File: src/rtl/floppy_sdram_pkg.sv
// Shared types and constants for the floppy-to-SDRAM request adapter.
package floppy_sdram_pkg;

  localparam int          TIMEOUT_DEFAULT = 1023;
  localparam int          CNT_W           = 10;
  localparam logic [7:0]  RD_FAIL_BYTE    = 8'hFF;
  localparam int          STATUS_OVERRUN  = 0;
  localparam int          STATUS_TIMEOUT  = 1;

  typedef enum logic [1:0] {IDLE, REQ, WAIT, DONE} state_e;

  // Every registered value of the adapter, so next-state logic can work on one bundle.
  typedef struct packed {
    state_e             state;
    logic [CNT_W-1:0]   cnt;
    logic               wr;
    logic               lane;
    logic [22:0]        adrs;
    logic [7:0]         data_w;
    logic [7:0]         data_o;
    logic               busy;
    logic               rd_req;
    logic               wr_req;
    logic               byte_en;
    logic               halfword;
    logic [1:0]         status;
  } regs_t;

  localparam regs_t REGS_RESET = '{
    state:    IDLE,
    cnt:      '0,
    wr:       1'b0,
    lane:     1'b0,
    adrs:     '0,
    data_w:   '0,
    data_o:   '0,
    busy:     1'b0,
    rd_req:   1'b0,
    wr_req:   1'b0,
    byte_en:  1'b1,
    halfword: 1'b0,
    status:   '0
  };

endpackage

File: src/rtl/floppy_sdram_port_if.sv
// Floppy-side and arbiter-side signals of the adapter; slave is the adapter's view.
interface floppy_sdram_port_if;
  logic [22:0] f_addr;
  logic [7:0]  f_data_i;
  logic [7:0]  f_data_o;
  logic        f_read;
  logic        f_write;
  logic        f_busy;
  logic [22:0] arb_adrs;
  logic [7:0]  arb_data_w;
  logic [15:0] arb_data_r;
  logic        arb_read;
  logic        arb_write;
  logic        arb_byte;
  logic        arb_halfword;
  logic        arb_busy;
  logic [1:0]  status;

  modport master (
    output f_addr, f_data_i, f_read, f_write, arb_data_r, arb_busy,
    input  f_data_o, f_busy, arb_adrs, arb_data_w, arb_read, arb_write,
           arb_byte, arb_halfword, status
  );

  modport slave (
    input  f_addr, f_data_i, f_read, f_write, arb_data_r, arb_busy,
    output f_data_o, f_busy, arb_adrs, arb_data_w, arb_read, arb_write,
           arb_byte, arb_halfword, status
  );
endinterface

File: src/rtl/floppy_rdcache.sv
// One-halfword read cache: a tag, a 16-bit word and a valid bit.
module floppy_rdcache (
  input  logic        clk,
  input  logic        reset,
  input  logic [21:0] lookup_tag,
  output logic        hit,
  output logic [15:0] word,
  input  logic        fill,
  input  logic [21:0] fill_tag,
  input  logic [15:0] fill_word,
  input  logic        wr_en,
  input  logic [21:0] wr_tag,
  input  logic        wr_lane,
  input  logic [7:0]  wr_data,
  input  logic        invalidate
);
  logic        valid;
  logic [21:0] tag;
  logic [15:0] data;

  assign hit  = valid && (tag == lookup_tag);
  assign word = data;

  always_ff @(posedge clk) begin
    if (reset)           valid <= 1'b0;
    else if (invalidate) valid <= 1'b0;
    else if (fill)       valid <= 1'b1;
  end

  // NOTE: tag and word carry no reset; nothing reads them until valid is set by a fill.
  always_ff @(posedge clk) begin
    if (fill) begin
      tag  <= fill_tag;
      data <= fill_word;
    end else if (wr_en && valid && (wr_tag == tag)) begin
      if (wr_lane) data[15:8] <= wr_data;
      else         data[7:0]  <= wr_data;
    end
  end
endmodule

File: src/rtl/floppy_sdram_port.sv
// Turns floppy one-cycle strobes into held sdram_arbitre disk_* requests.
// Define FLOPPY_SDRAM_RDCACHE_EN to add the one-halfword read cache.
module floppy_sdram_port
  import floppy_sdram_pkg::*;
#(
  parameter int TIMEOUT = TIMEOUT_DEFAULT
) (
  input logic                 clk,
  input logic                 reset,
  floppy_sdram_port_if.slave  bus
);
  localparam logic [CNT_W-1:0] CNT_LIMIT = CNT_W'(TIMEOUT);
`ifdef FLOPPY_SDRAM_RDCACHE_EN
  localparam bit CACHE_EN = 1'b1;
`else
  localparam bit CACHE_EN = 1'b0;
`endif

  regs_t            q, d;
  logic             strobe;
  logic [CNT_W-1:0] cnt_inc;
  logic [7:0]       hit_byte, rd_byte;
  logic             cache_hit, cache_fill, cache_wr, cache_inval;
  logic [15:0]      cache_word;

  always_comb begin
    d           = q;
    cache_fill  = 1'b0;
    cache_wr    = 1'b0;
    cache_inval = 1'b0;
    strobe      = bus.f_read | bus.f_write;
    cnt_inc     = q.cnt + CNT_W'(1);
    hit_byte    = bus.f_addr[0] ? cache_word[15:8] : cache_word[7:0];
    rd_byte     = (CACHE_EN && q.lane) ? bus.arb_data_r[15:8] : bus.arb_data_r[7:0];

    case (q.state)
      IDLE, DONE: begin
        d.state = IDLE;
        if (bus.f_read && !bus.f_write && cache_hit) begin
          d.data_o = hit_byte;
        end else if (strobe) begin
          d.state    = REQ;
          d.cnt      = '0;
          d.wr       = bus.f_write;
          d.lane     = bus.f_addr[0];
          d.busy     = 1'b1;
          d.data_w   = bus.f_data_i;
          d.rd_req   = !bus.f_write;
          d.wr_req   = bus.f_write;
          cache_wr   = bus.f_write;
          if (bus.f_write || !CACHE_EN) begin
            d.adrs     = bus.f_addr;
            d.byte_en  = 1'b1;
            d.halfword = 1'b0;
          end else begin
            d.adrs     = {bus.f_addr[22:1], 1'b0};
            d.byte_en  = 1'b0;
            d.halfword = 1'b1;
          end
        end
      end
      REQ, WAIT: begin
        d.cnt = cnt_inc;
        // A completion in WAIT beats a timeout landing on the same cycle.
        if (q.state == WAIT && !bus.arb_busy) begin
          d.state = DONE;
          d.busy  = 1'b0;
          if (!q.wr) begin
            d.data_o   = rd_byte;
            cache_fill = 1'b1;
          end
        end else if (cnt_inc == CNT_LIMIT) begin
          d.state                 = DONE;
          d.busy                  = 1'b0;
          d.rd_req                = 1'b0;
          d.wr_req                = 1'b0;
          d.data_o                = RD_FAIL_BYTE;
          d.status[STATUS_TIMEOUT] = 1'b1;
          cache_inval             = 1'b1;
        end else if (q.state == REQ && bus.arb_busy) begin
          d.state  = WAIT;
          d.rd_req = 1'b0;
          d.wr_req = 1'b0;
        end
      end
      default: d.state = IDLE;
    endcase

    if (strobe && q.busy) d.status[STATUS_OVERRUN] = 1'b1;
  end

  // NOTE: state updates use non-blocking assignment so every register samples pre-edge values.
  always_ff @(posedge clk) begin
    if (reset) q <= REGS_RESET;
    else       q <= d;
  end

`ifdef FLOPPY_SDRAM_RDCACHE_EN
  floppy_rdcache u_rdcache (
    .clk        (clk),
    .reset      (reset),
    .lookup_tag (bus.f_addr[22:1]),
    .hit        (cache_hit),
    .word       (cache_word),
    .fill       (cache_fill),
    .fill_tag   (q.adrs[22:1]),
    .fill_word  (bus.arb_data_r),
    .wr_en      (cache_wr),
    .wr_tag     (bus.f_addr[22:1]),
    .wr_lane    (bus.f_addr[0]),
    .wr_data    (bus.f_data_i),
    .invalidate (cache_inval)
  );
`else
  assign cache_hit  = 1'b0;
  assign cache_word = '0;
  logic unused_cache;
  assign unused_cache = &{1'b0, cache_fill, cache_wr, cache_inval};
`endif

  assign bus.f_data_o     = q.data_o;
  assign bus.f_busy       = q.busy;
  assign bus.arb_adrs     = q.adrs;
  assign bus.arb_data_w   = q.data_w;
  assign bus.arb_read     = q.rd_req;
  assign bus.arb_write    = q.wr_req;
  assign bus.arb_byte     = q.byte_en;
  assign bus.arb_halfword = q.halfword;
  assign bus.status       = q.status;
endmodule
File: src/flat_wrapper.sv
// flat-port wrapper written by rule: the top's interface ports become plain ports
module floppy_sdram_port_flat import floppy_sdram_pkg::*;
#(
  parameter int TIMEOUT = TIMEOUT_DEFAULT
)
  (clk, reset, bus_f_addr, bus_f_data_i, bus_f_read, bus_f_write, bus_arb_data_r, bus_arb_busy, bus_f_data_o, bus_f_busy, bus_arb_adrs, bus_arb_data_w, bus_arb_read, bus_arb_write, bus_arb_byte, bus_arb_halfword, bus_status);
  floppy_sdram_port_if bus_i ();
  input logic clk;
  input logic reset;
  input wire logic [$bits(bus_i.f_addr)-1:0] bus_f_addr;
  input wire logic [$bits(bus_i.f_data_i)-1:0] bus_f_data_i;
  input wire logic [$bits(bus_i.f_read)-1:0] bus_f_read;
  input wire logic [$bits(bus_i.f_write)-1:0] bus_f_write;
  input wire logic [$bits(bus_i.arb_data_r)-1:0] bus_arb_data_r;
  input wire logic [$bits(bus_i.arb_busy)-1:0] bus_arb_busy;
  output wire logic [$bits(bus_i.f_data_o)-1:0] bus_f_data_o;
  output wire logic [$bits(bus_i.f_busy)-1:0] bus_f_busy;
  output wire logic [$bits(bus_i.arb_adrs)-1:0] bus_arb_adrs;
  output wire logic [$bits(bus_i.arb_data_w)-1:0] bus_arb_data_w;
  output wire logic [$bits(bus_i.arb_read)-1:0] bus_arb_read;
  output wire logic [$bits(bus_i.arb_write)-1:0] bus_arb_write;
  output wire logic [$bits(bus_i.arb_byte)-1:0] bus_arb_byte;
  output wire logic [$bits(bus_i.arb_halfword)-1:0] bus_arb_halfword;
  output wire logic [$bits(bus_i.status)-1:0] bus_status;
  assign bus_i.f_addr = bus_f_addr;
  assign bus_i.f_data_i = bus_f_data_i;
  assign bus_i.f_read = bus_f_read;
  assign bus_i.f_write = bus_f_write;
  assign bus_i.arb_data_r = bus_arb_data_r;
  assign bus_i.arb_busy = bus_arb_busy;
  assign bus_f_data_o = bus_i.f_data_o;
  assign bus_f_busy = bus_i.f_busy;
  assign bus_arb_adrs = bus_i.arb_adrs;
  assign bus_arb_data_w = bus_i.arb_data_w;
  assign bus_arb_read = bus_i.arb_read;
  assign bus_arb_write = bus_i.arb_write;
  assign bus_arb_byte = bus_i.arb_byte;
  assign bus_arb_halfword = bus_i.arb_halfword;
  assign bus_status = bus_i.status;
  floppy_sdram_port #(.TIMEOUT(TIMEOUT)) u_core (.clk(clk), .reset(reset), .bus(bus_i));
endmodule
File: config.mk
export PLATFORM = sky130hd
export DESIGN_NAME = floppy_sdram_port_flat
export DESIGN_NICKNAME = d
export VERILOG_FILES = /design/src/rtl/floppy_sdram_pkg.sv /design/src/rtl/floppy_sdram_port_if.sv /design/src/rtl/floppy_rdcache.sv /design/src/rtl/floppy_sdram_port.sv /design/src/flat_wrapper.sv
export SDC_FILE = /design/constraint.sdc
export NUM_CORES = 1
export LEC_CHECK = 0
export CORE_MARGIN = 4
export CORE_UTILIZATION = 25
export CTS_BUF_LIST = sky130_fd_sc_hd__clkbuf_4
export CTS_CLUSTER_SIZE = 16
export DETAILED_ROUTE_END_ITERATION = 8
export GPL_TIMING_DRIVEN = 1
export PLACE_DENSITY = 0.56
export SLEW_MARGIN = 20
export SYNTH_ARGS = -nofsm -noshare
export SYNTH_HDL_FRONTEND = slang
export SYNTH_HIERARCHICAL = 1
export SYNTH_SLANG_ARGS = --single-unit
File: constraint.sdc
create_clock -name clk -period 2.68 [get_ports clk]
set_input_delay 0.536 -clock clk [delete_from_list [all_inputs] [get_ports clk]]
set_output_delay 0.536 -clock clk [all_outputs]
set_load 0.01 [all_outputs]
==> summary.md, run 1 <==
| Metric | Value |
|---|---|
| Max H-tree Level | 3 |
| Setup Buffers After CTS | 0 |
| Most frequent cells in the layout | 86 x clkdlybuf4s50_1, 80 x nand2_1, 57 x dfxtp_1, 44 x a21oi_1, 20 x nor2_1 |
| Routed WL per cell | 12.4 um |
| Worst-path clk slew | 0.10 ns |
| Count of warnings emitted by yosys | 6 |
| FMAX | 431 MHz |
| Vias | 2257 |
| Worst path required time | 3.01 ns |
| Post-DP HPWL | 4.53 mm |
| Overall Power | 3.42 mW |
| M1 wire length | 2.96 mm |
| Final Hold Vio Count | 0 |
| Part of the cycle the worst path needs | 86.7% |
| TritonCTS buffer count | 9 |
| Clock Root Buffer | clkbuf_4 |
| Top layer in use | met4 |
| Total net switching power | 1.26 mW |
| I/O Pins | 98 |
| Post-Syn Nets | 391 |
| Setup TNS | 0 ns |
| Maximum resistive drop on vdd | 0.308 mV |
| DRC viols | 0 |
| Core area | 10400 um2 |
| Min Tclk post-route | 2.32 ns |
| CP Launch Type | register |
| Net Sw Frac | 36.8% |
| Drt via density | 4.35 |
| Layout cells sized above 1 | 6.79% |
| Post_cts resized | 0 |
| Clock share of power | 23.5% |
| RSZ-0062 raised after global routing | no |
| First-pass GRT wire length | 10.7 mm |
| Leakage | 1.30 nW |
| Most used flip-flop cell after synthesis | dfxtp_1 |
| Number of max-cap violations | 0 |
| IO Port Bufs | 87 |
| CP Max Fanout | 8 |
| # setup viols final | 0 |
| HP Class | register to register |
| Die Ht | 112 um |
| Crit path capture type | register |
| Yosys cell types | 39 |
| Die W | 112 um |
| TritonCTS clock tree | done |
| Starting Density | 25.9% |
| Critical path, cell by cell | ha_1 -> nand3_1 -> nor3_1 -> o211ai_1 -> a41o_4 -> o31ai_4 -> o221a_1 |
| Buffers & Inverters on Critical Path | 0 |
| Total global-route track usage | 10.5% |
| Worst path max stage delay | 0.43 ns |
| Most common cell after layout, fill and taps aside | clkdlybuf4s50_1 |
| WL met3 | 469 um |
| Yosys top cell by area | dfxtp_1 |
| Initial antenna violation count | 0 |
| Layout area overhead | 32.2% |
| Avg Inst Size Synth | 8.04 um2 |
| Post-synthesis sequential area ratio | 42.4% |
| Reg power frac | 33.8% |
| Critical path's top delay family | compound AO/OA/AOI/OAI gates |
| Largest net degree at the start of global routing | 32 |
| Pwr dens | 960 nW/um2 |
| Number of flops mapped to enable cells by yosys | 0 |
| Top cell type's share of synthesized area | 42.4% |
| Top cells by area, synth | dfxtp_1 42%, buf_4 12%, nand2_1 11%, a21oi_1 8.2%, o221a_1 3.3% |
| Hold-fix buffers, CTS | 0 |
| CP max-delay cell | dfxtp_1 |
| Worst-case clock buffer depth | 2 |
| #FFs+latches synth | 57 |
| Pins Over Slew Limit | 0 |
| Overflow after GRT | 0 |
| Cells after Synth | 335 |
| DRT iter0 DRCs | 124 |
| Mapped Area | 2690 um2 |
| Row count | 37 |
| Fillers | 1082 |
| Fraction of registers with async set/reset | 0% |
| Worst-Skew Late Latency | 0.39 ns |
| Worst setup path class | register to register |
| Pint | 2.16 mW |
| # nets final | 434 |
| Outcome | completed |
| Antenna cells | 0 |
| Met2 wire length | 2.89 mm |
| Final GP Congestion | 0.767 |
| # clock sinks | 57 |
| Crit path arrival time | 2.65 ns |
| Comb power frac | 42.7% |
| DRT Pass-1 Iters | 4 |
| Routed WL | 6.44 mm |
| Worst clock skew | 0.0133 ns |
| Number of global-route vias before repair | 2202 |
| Post-route antenna net violation count | 0 |
| Die area | 12500 um2 |
[power groups by stage]
stage	Combinational, mW	Sequential (mW)	Clock (mW)
after floorplan	1.05	1.16	0
after global placement	1.47	1.17	0
after detailed placement	1.48	1.18	0
after CTS	1.49	1.16	0.848
after global routing	1.63	1.19	0.882
final	1.46	1.15	0.804
[worst reg2reg max path, cell delays in order (launching register included)]
cell and delay (ns):
dfxtp_1 0.43, ha_1 0.27, nand3_1 0.26, nor3_1 0.21, o211ai_1 0.13, a41o_4 0.30
o31ai_4 0.40, o221a_1 0.26
[cells by family (layout without fill, tap and decap cells)]
| group | count (synthesis) | count (layout) | share of synthesized area, % |
|---|---|---|---|
| xor+xnor | 3 | 3 | 0.976 |
| other cells | 2 | 2 | 0.279 |
| simple gates | 125 | 125 | 19.9 |
| fa+ha+maj | 4 | 4 | 1.86 |
| mux | 2 | 2 | 0.790 |
| flops | 57 | 57 | 42.4 |
| compound gates | 76 | 76 | 18.7 |
| buf+inv | 66 | 114 | 15.2 |
[stage by stage]
stage,setup WS (ns),area [um2],util (%),hold slack (ns),instances
2_1_floorplan,0.628,2690,-,0.437,335
3_3_place_gp,0.388,3380,32.4,0.442,503
3_5_place_dp,0.360,3380,32.4,0.446,503
4_1_cts,0.375,3560,34.2,0.460,519
5_1_grt,0.185,3560,34.2,0.483,519
6_report,0.357,3560,34.2,0.458,519
[worst paths after layout]
path / startpoint / end / slack [ns] / cells past startpoint
max: u_core/q[49] / u_core/bus.f_data_o[3] / 0.36 / 7
max reg2reg: u_core/q[49] / u_core/bus.f_data_o[3] / 0.36 / 7
min: u_core/bus.arb_data_w[5] / u_core/bus.arb_data_w[5] / 0.46 / 2
min reg2reg: u_core/bus.arb_data_w[5] / u_core/bus.arb_data_w[5] / 0.46 / 2
[final cells by class]
class	instances	area [um2]	share of cell area, %
Multi-Input combinational cell	212	1150	32.2
Sequential cell	57	1140	32.0
Timing Repair Buffer	91	896	25.2
Tap cell	136	170	4.78
Clock inverter	6	106	2.99
Clock buffer	10	75.1	2.11
Inverter	7	26.3	0.738
[state kept, by name, indices dropped and copies added (netlist names)]
signal	count
u_core/bus.status	2
u_core/q	13
u_core/bus.arb_data_w	8
u_core/bus.f_data_o	8
u_core/bus.arb_write	1
u_core/bus.f_busy	1
u_core/bus.arb_adrs	23
u_core/bus.arb_read	1
[layer usage]
layer  up-vias  track usage, %
met1      1013            12.9
met4         0            4.70
met5         -               0
met3        11            3.86
met2        60            16.4
li1       1173               -
[Yosys cell counts, types with 4 or more instances]
cell type  count
o221a_1        8
nor2_1        21
dfxtp_1       57
clkbuf_1      16
nor3_1         5
o21ai_0        8
a21oi_1       44
inv_1          6
ha_1           4
nand3_1        6
nand2_1       80
buf_4         43
No activity file was read; power rests on OpenSTA's default activity.
==> inputs of run 2 (changes only) <==
Settings changed: CORE_UTILIZATION 25 to 46, PLACE_DENSITY 0.56 to 0.88.
==> run 2 against run 1 <==
Sequential power about the same. Non-clock buffer count up 2. Global-route usage up 6.8 points. Critical endpoint is now u_core/bus.f_data_o[2].
==> summary.md, run 2 (same netlist as run 1, synthesis figures left out) <==
| Metric | Value |
|---|---|
| Outcome | completed |
| Worst path required time | 3.00 ns |
| GR Layer Usage met2 | 30.2% |
| Most frequent cells in the layout | 87 x clkdlybuf4s50_1, 80 x nand2_1, 57 x dfxtp_1, 44 x a21oi_1, 20 x nor2_1 |
| Worst path depth | 7 |
| Routed WL | 6.12 mm |
| Die area | 7140 um2 |
| Initial antenna violation count | 0 |
| Maximum resistive drop on vdd | 0.570 mV |
| Part of the cycle the worst path needs | 85.9% |
| Non-filler cells, final | 457 |
| Number of max-cap violations | 0 |
| Die W | 84.5 um |
| Starting Density | 48.0% |
| Setup TNS | 0 ns |
| Crit path capture type | register |
| Total global-route track usage | 17.3% |
| TritonCTS clock tree | done |
| Grt met3 use | 4.51% |
| # setup viols final | 0 |
| Core area | 5610 um2 |
| Post_cts resized | 0 |
| Min Tclk post-route | 2.30 ns |
| Layout cells sized above 1 | 6.75% |
| Worst-case clock buffer depth | 2 |
| Overflow after GRT | 0 |
| Crit path arrival time | 2.62 ns |
| Sequential Area | 1140 um2 |
| Final Hold Vio Count | 0 |
| Worst-Skew Late Latency | 0.38 ns |
| I/O Pins | 98 |
| Leakage | 1.30 nW |
| Worst clock skew | 0.0141 ns |
| RSZ-0062 raised after global routing | no |
| Die Ht | 84.5 um |
| Most Crowded Layer GR | met2 |
| Met1 GRT Util | 19.2% |
| Worst-path clk slew | 0.10 ns |
| Post-DP HPWL | 4.38 mm |
| IO Port Bufs | 87 |
| Critical path, cell by cell | ha_1 -> nand3_1 -> nor3_1 -> o211ai_1 -> a41o_4 -> o31ai_4 -> o221a_1 |
| Final Cell Area | 3470 um2 |
| Setup Buffers After CTS | 0 |
| Routed WL per cell | 13.4 um |
| Pwr dens | 957 nW/um2 |
| # nets final | 436 |
| Fillers | 517 |
| First-pass GRT wire length | 9.97 mm |
| Antenna cells | 0 |
| Drt via density | 5.03 |
| Layout area overhead | 28.9% |
| Worst setup path class | register to register |
| HP Class | register to register |
| Most common cell after layout, fill and taps aside | clkdlybuf4s50_1 |
| DRC viols | 0 |
| Vias | 2299 |
| Post-route antenna net violation count | 0 |
| Final GP Congestion | 0.747 |
| TritonCTS buffer count | 9 |
| Hold depth | 2 |
| FMAX | 434 MHz |
| # clock sinks | 57 |
| Worst path max stage delay | 0.43 ns |
| CP Max Fanout | 8 |
| DP Cell Count | 441 |
| CP Launch Type | register |
| Critical path's top delay family | compound AO/OA/AOI/OAI gates |
| Area used by multi-input combinational logic | 1150 um2 |
| Largest net degree at the start of global routing | 34 |
| CP max-delay cell | dfxtp_1 |
| Row count | 27 |
| DRT Pass-1 Iters | 4 |
| Max reg flops | 23 |
| Pins Over Slew Limit | 0 |
| Cell count of the worst reg-to-reg path | 7 |
| DRT iter0 DRCs | 90 |
| Clock Root Buffer | clkbuf_4 |
| Max H-tree Level | 3 |
| Hold-fix buffers, CTS | 0 |
| Cell Area, Placed | 3320 um2 |
| Buffers & Inverters on Critical Path | 0 |
| Number of global-route vias before repair | 2137 |
[run 2: cell types whose count changed in the layout (fill, tap and decap cells not counted), sizes merged]
cell and change:
clkbuf -1, buf +1, clkdlybuf4s50 +1, bufinv -1
clkinv +2
[run 2: routing by layer]
| metal | vias up | share of wire (%) |
|---|---|---|
| met5 | - | 0 |
| met4 | 0 | 2.2 |
| met3 | 10 | 5.2 |
| met2 | 66 | 50 |
| met1 | 1042 | 42 |
| li1 | 1181 | - |
[run 2: worst min-delay path, stage by stage, from the launching register on]
cell,delay [ns]
dfxtp_1,0.32
nand2_1,0.05
a21oi_1,0.05
[run 2: final timing paths]
kind / slack [ns] / endpoint / start
hold / removal: 0.46 / u_core/bus.arb_adrs[9] / u_core/bus.arb_adrs[9]
hold reg to reg: 0.46 / u_core/bus.arb_adrs[9] / u_core/bus.arb_adrs[9]
setup / recovery: 0.38 / u_core/bus.f_data_o[2] / u_core/q[49]
setup reg to reg: 0.38 / u_core/bus.f_data_o[2] / u_core/q[49]
[run 2: layout make-up]
type	instances	share of cell area [%]
timing repair buffer	93	26.4
inverter	7	0.757
clock inverter	7	2.45
sequential	57	32.9
clock buffer	9	1.95
tap	72	2.59
multi-input combinational	212	33.0
[run 2: stage by stage]
| step | worst slack (ns) | util, % | hold slack (ns) | total power, mW |
|---|---|---|---|---|
| after floorplan | 0.628 | - | 0.437 | 2.21 |
| after global placement | 0.443 | 59.2 | 0.441 | 2.61 |
| after detailed placement | 0.388 | 59.2 | 0.446 | 2.67 |
| after CTS | 0.389 | 61.9 | 0.460 | 3.36 |
| after global routing | 0.211 | 61.9 | 0.483 | 3.56 |
| final | 0.377 | 61.9 | 0.457 | 3.32 |
[run 2: power by group]
part | internal, mW | switching (mW) | total [mW]
combinational | 0.663 | 0.821 | 1.48
sequential | 1.04 | 0.113 | 1.16
clock | 0.369 | 0.311 | 0.680
total | 2.08 | 1.25 | 3.32
==> inputs of run 3 (changes only) <==
Settings changed: CORE_MARGIN 4 to 1.5, CORE_UTILIZATION 46 to 50, DONT_BUFFER_PORTS from default to 1, PLACE_DENSITY 0.88 to 0.62.
==> run 3 against run 2 <==
Utilization is 12 points lower. Non-clock buffer count fell by 90. Design area shrank 26%. Sequential power grew 9%. Largest power group is now registers. First-iteration DRC count increased by 70%. Clock skew shrank 0.0031 ns. Clock power down 12%. Largest cell class unchanged. Via count is 15% lower.
==> summary.md, run 3 (same netlist as run 1, synthesis figures left out) <==
| Metric | Value |
|---|---|
| Number of max-cap violations | 0 |
| Leakage | 0.950 nW |
| Worst-path clk slew | 0.09 ns |
| HP Class | input pin to register |
| Starting Density | 52.4% |
| Overflow after GRT | 0 |
| FMAX | 435 MHz |
| # setup viols final | 0 |
| Worst setup path class | register to register |
| DRC viols | 0 |
| First-pass GRT wire length | 8.29 mm |
| # nets final | 346 |
| DRT iter0 DRCs | 153 |
| Routed WL | 4.96 mm |
| Setup TNS | 0 ns |
| Final Hold Vio Count | 0 |
| Cell Area, Placed | 2420 um2 |
| IO Port Bufs | 0 |
| Max H-tree Level | 3 |
| Hold-fix buffers, CTS | 0 |
| Post_cts resized | 0 |
| TritonCTS buffer count | 9 |
| Total global-route track usage | 17.8% |
| Buffers & Inverters on Critical Path | 3 |
| Crit path arrival time | 2.61 ns |
| Final Cell Area | 2560 um2 |
| Die W | 76.4 um |
| Critical path's top delay family | buffers and inverters |
| Die Ht | 76.4 um |
| Initial antenna violation count | 0 |
| Pins Over Slew Limit | 0 |
| Part of the cycle the worst path needs | 85.8% |
| Worst path required time | 3.00 ns |
| Layout area overhead | -5.06% |
| Largest net degree at the start of global routing | 49 |
| Die area | 5840 um2 |
| Worst-case clock buffer depth | 2 |
| Crit path capture type | register |
| Most frequent cells in the layout | 80 x nand2_1, 57 x dfxtp_1, 44 x a21oi_1, 20 x nor2_1, 10 x clkbuf_4 |
| Row count | 26 |
| Max reg flops | 23 |
| Final GP Congestion | 0.800 |
| Number of global-route vias before repair | 1746 |
| Setup Buffers After CTS | 0 |
| Worst path max stage delay | 0.59 ns |
| CP Launch Type | register |
| DRT Pass-1 Iters | 4 |
| Min Tclk post-route | 2.30 ns |
| Routed WL per cell | 13.6 um |
| TritonCTS clock tree | done |
| Post-DP HPWL | 3.29 mm |
| # clock sinks | 57 |
| Outcome | completed |
| Layout cells sized above 1 | 8.14% |
| Drt via density | 5.35 |
| Vias | 1953 |
| Clock Root Buffer | clkbuf_4 |
| Pwr dens | 1110 nW/um2 |
| Critical path, cell by cell | inv_1 -> ha_1 -> clkinv_1 -> nor2_2 -> buf_4 -> nand2_1 -> a21oi_1 |
| CP Max Fanout | 31 |
| Worst clock skew | 0.0109 ns |
| Antenna cells | 0 |
| I/O Pins | 98 |
| Maximum resistive drop on vdd | 0.404 mV |
| RSZ-0062 raised after global routing | no |
| CP max-delay cell | ha_1 |
| Core area | 5140 um2 |
| Most common cell after layout, fill and taps aside | nand2_1 |
| Post-route antenna net violation count | 0 |
| Worst-Skew Late Latency | 0.39 ns |
run 3: cell count changes in the layout (fill, tap and decap cells not counted), sizes merged:
| cell | change |
|---|---|
| clkdlybuf4s50 | -87 |
| buf | -3 |
| bufinv | -1 |
| clkbuf | +1 |
| clkinv | -1 |
| clkinvlp | +1 |
run 3: worst paths after layout:
path                       startpoint                       end  slack [ns]  cells past startpoint
max                      u_core/q[58]  u_core/bus.arb_data_w[6]        0.38                      7
min                             reset              u_core/q[47]        0.22                      1
max reg2reg              u_core/q[58]  u_core/bus.arb_data_w[6]        0.38                      7
min reg2reg  u_core/bus.arb_data_w[4]  u_core/bus.arb_data_w[4]        0.50                      2
run 3: metal layers:
metal | global-route usage (%) | wire (um) | vias up
met5 | 0 | 0 | -
met4 | 8.33 | 69 | 0
met3 | 7.54 | 438 | 6
met2 | 26.6 | 2200 | 68
met1 | 22.2 | 2260 | 881
li1 | - | - | 998
run 3: stage by stage:
step	total power, mW	instances	hold slack (ns)	setup slack (ns)	util (%)
4_1_cts	2.86	365	0.177	0.378	49.8
3_5_place_dp	2.25	349	0.488	0.409	47.2
6_report	2.83	365	0.221	0.382	49.8
3_3_place_gp	2.23	349	0.479	0.434	47.2
2_1_floorplan	2.21	335	0.437	0.628	-
5_1_grt	3.06	365	0.172	0.136	49.8
run 3: cell type report:
class,instances,area [um2]
fill,537,2580
multi-input combinational,212,1150
sequential,57,1140
tap,70,87.6
clock buffer,10,75.1
clock inverter,6,58.8
inverter,7,26.3
timing repair buffer,3,22.5
run 3: power breakdown:
part / switching (mW) / leakage (nW) / internal, mW
clock: 0.311 / 0.0698 / 0.289
sequential: 0.216 / 0.467 / 1.05
combinational: 0.638 / 0.413 / 0.330
total: 1.16 / 0.950 / 1.66
run 3: worst reg2reg max path, cell delays in order, from the launching register on:
cell and delay (ns):
dfxtp_1 0.36, inv_1 0.05, ha_1 0.59, clkinv_1 0.44, nor2_2 0.23, buf_4 0.33
nand2_1 0.11, a21oi_1 0.12
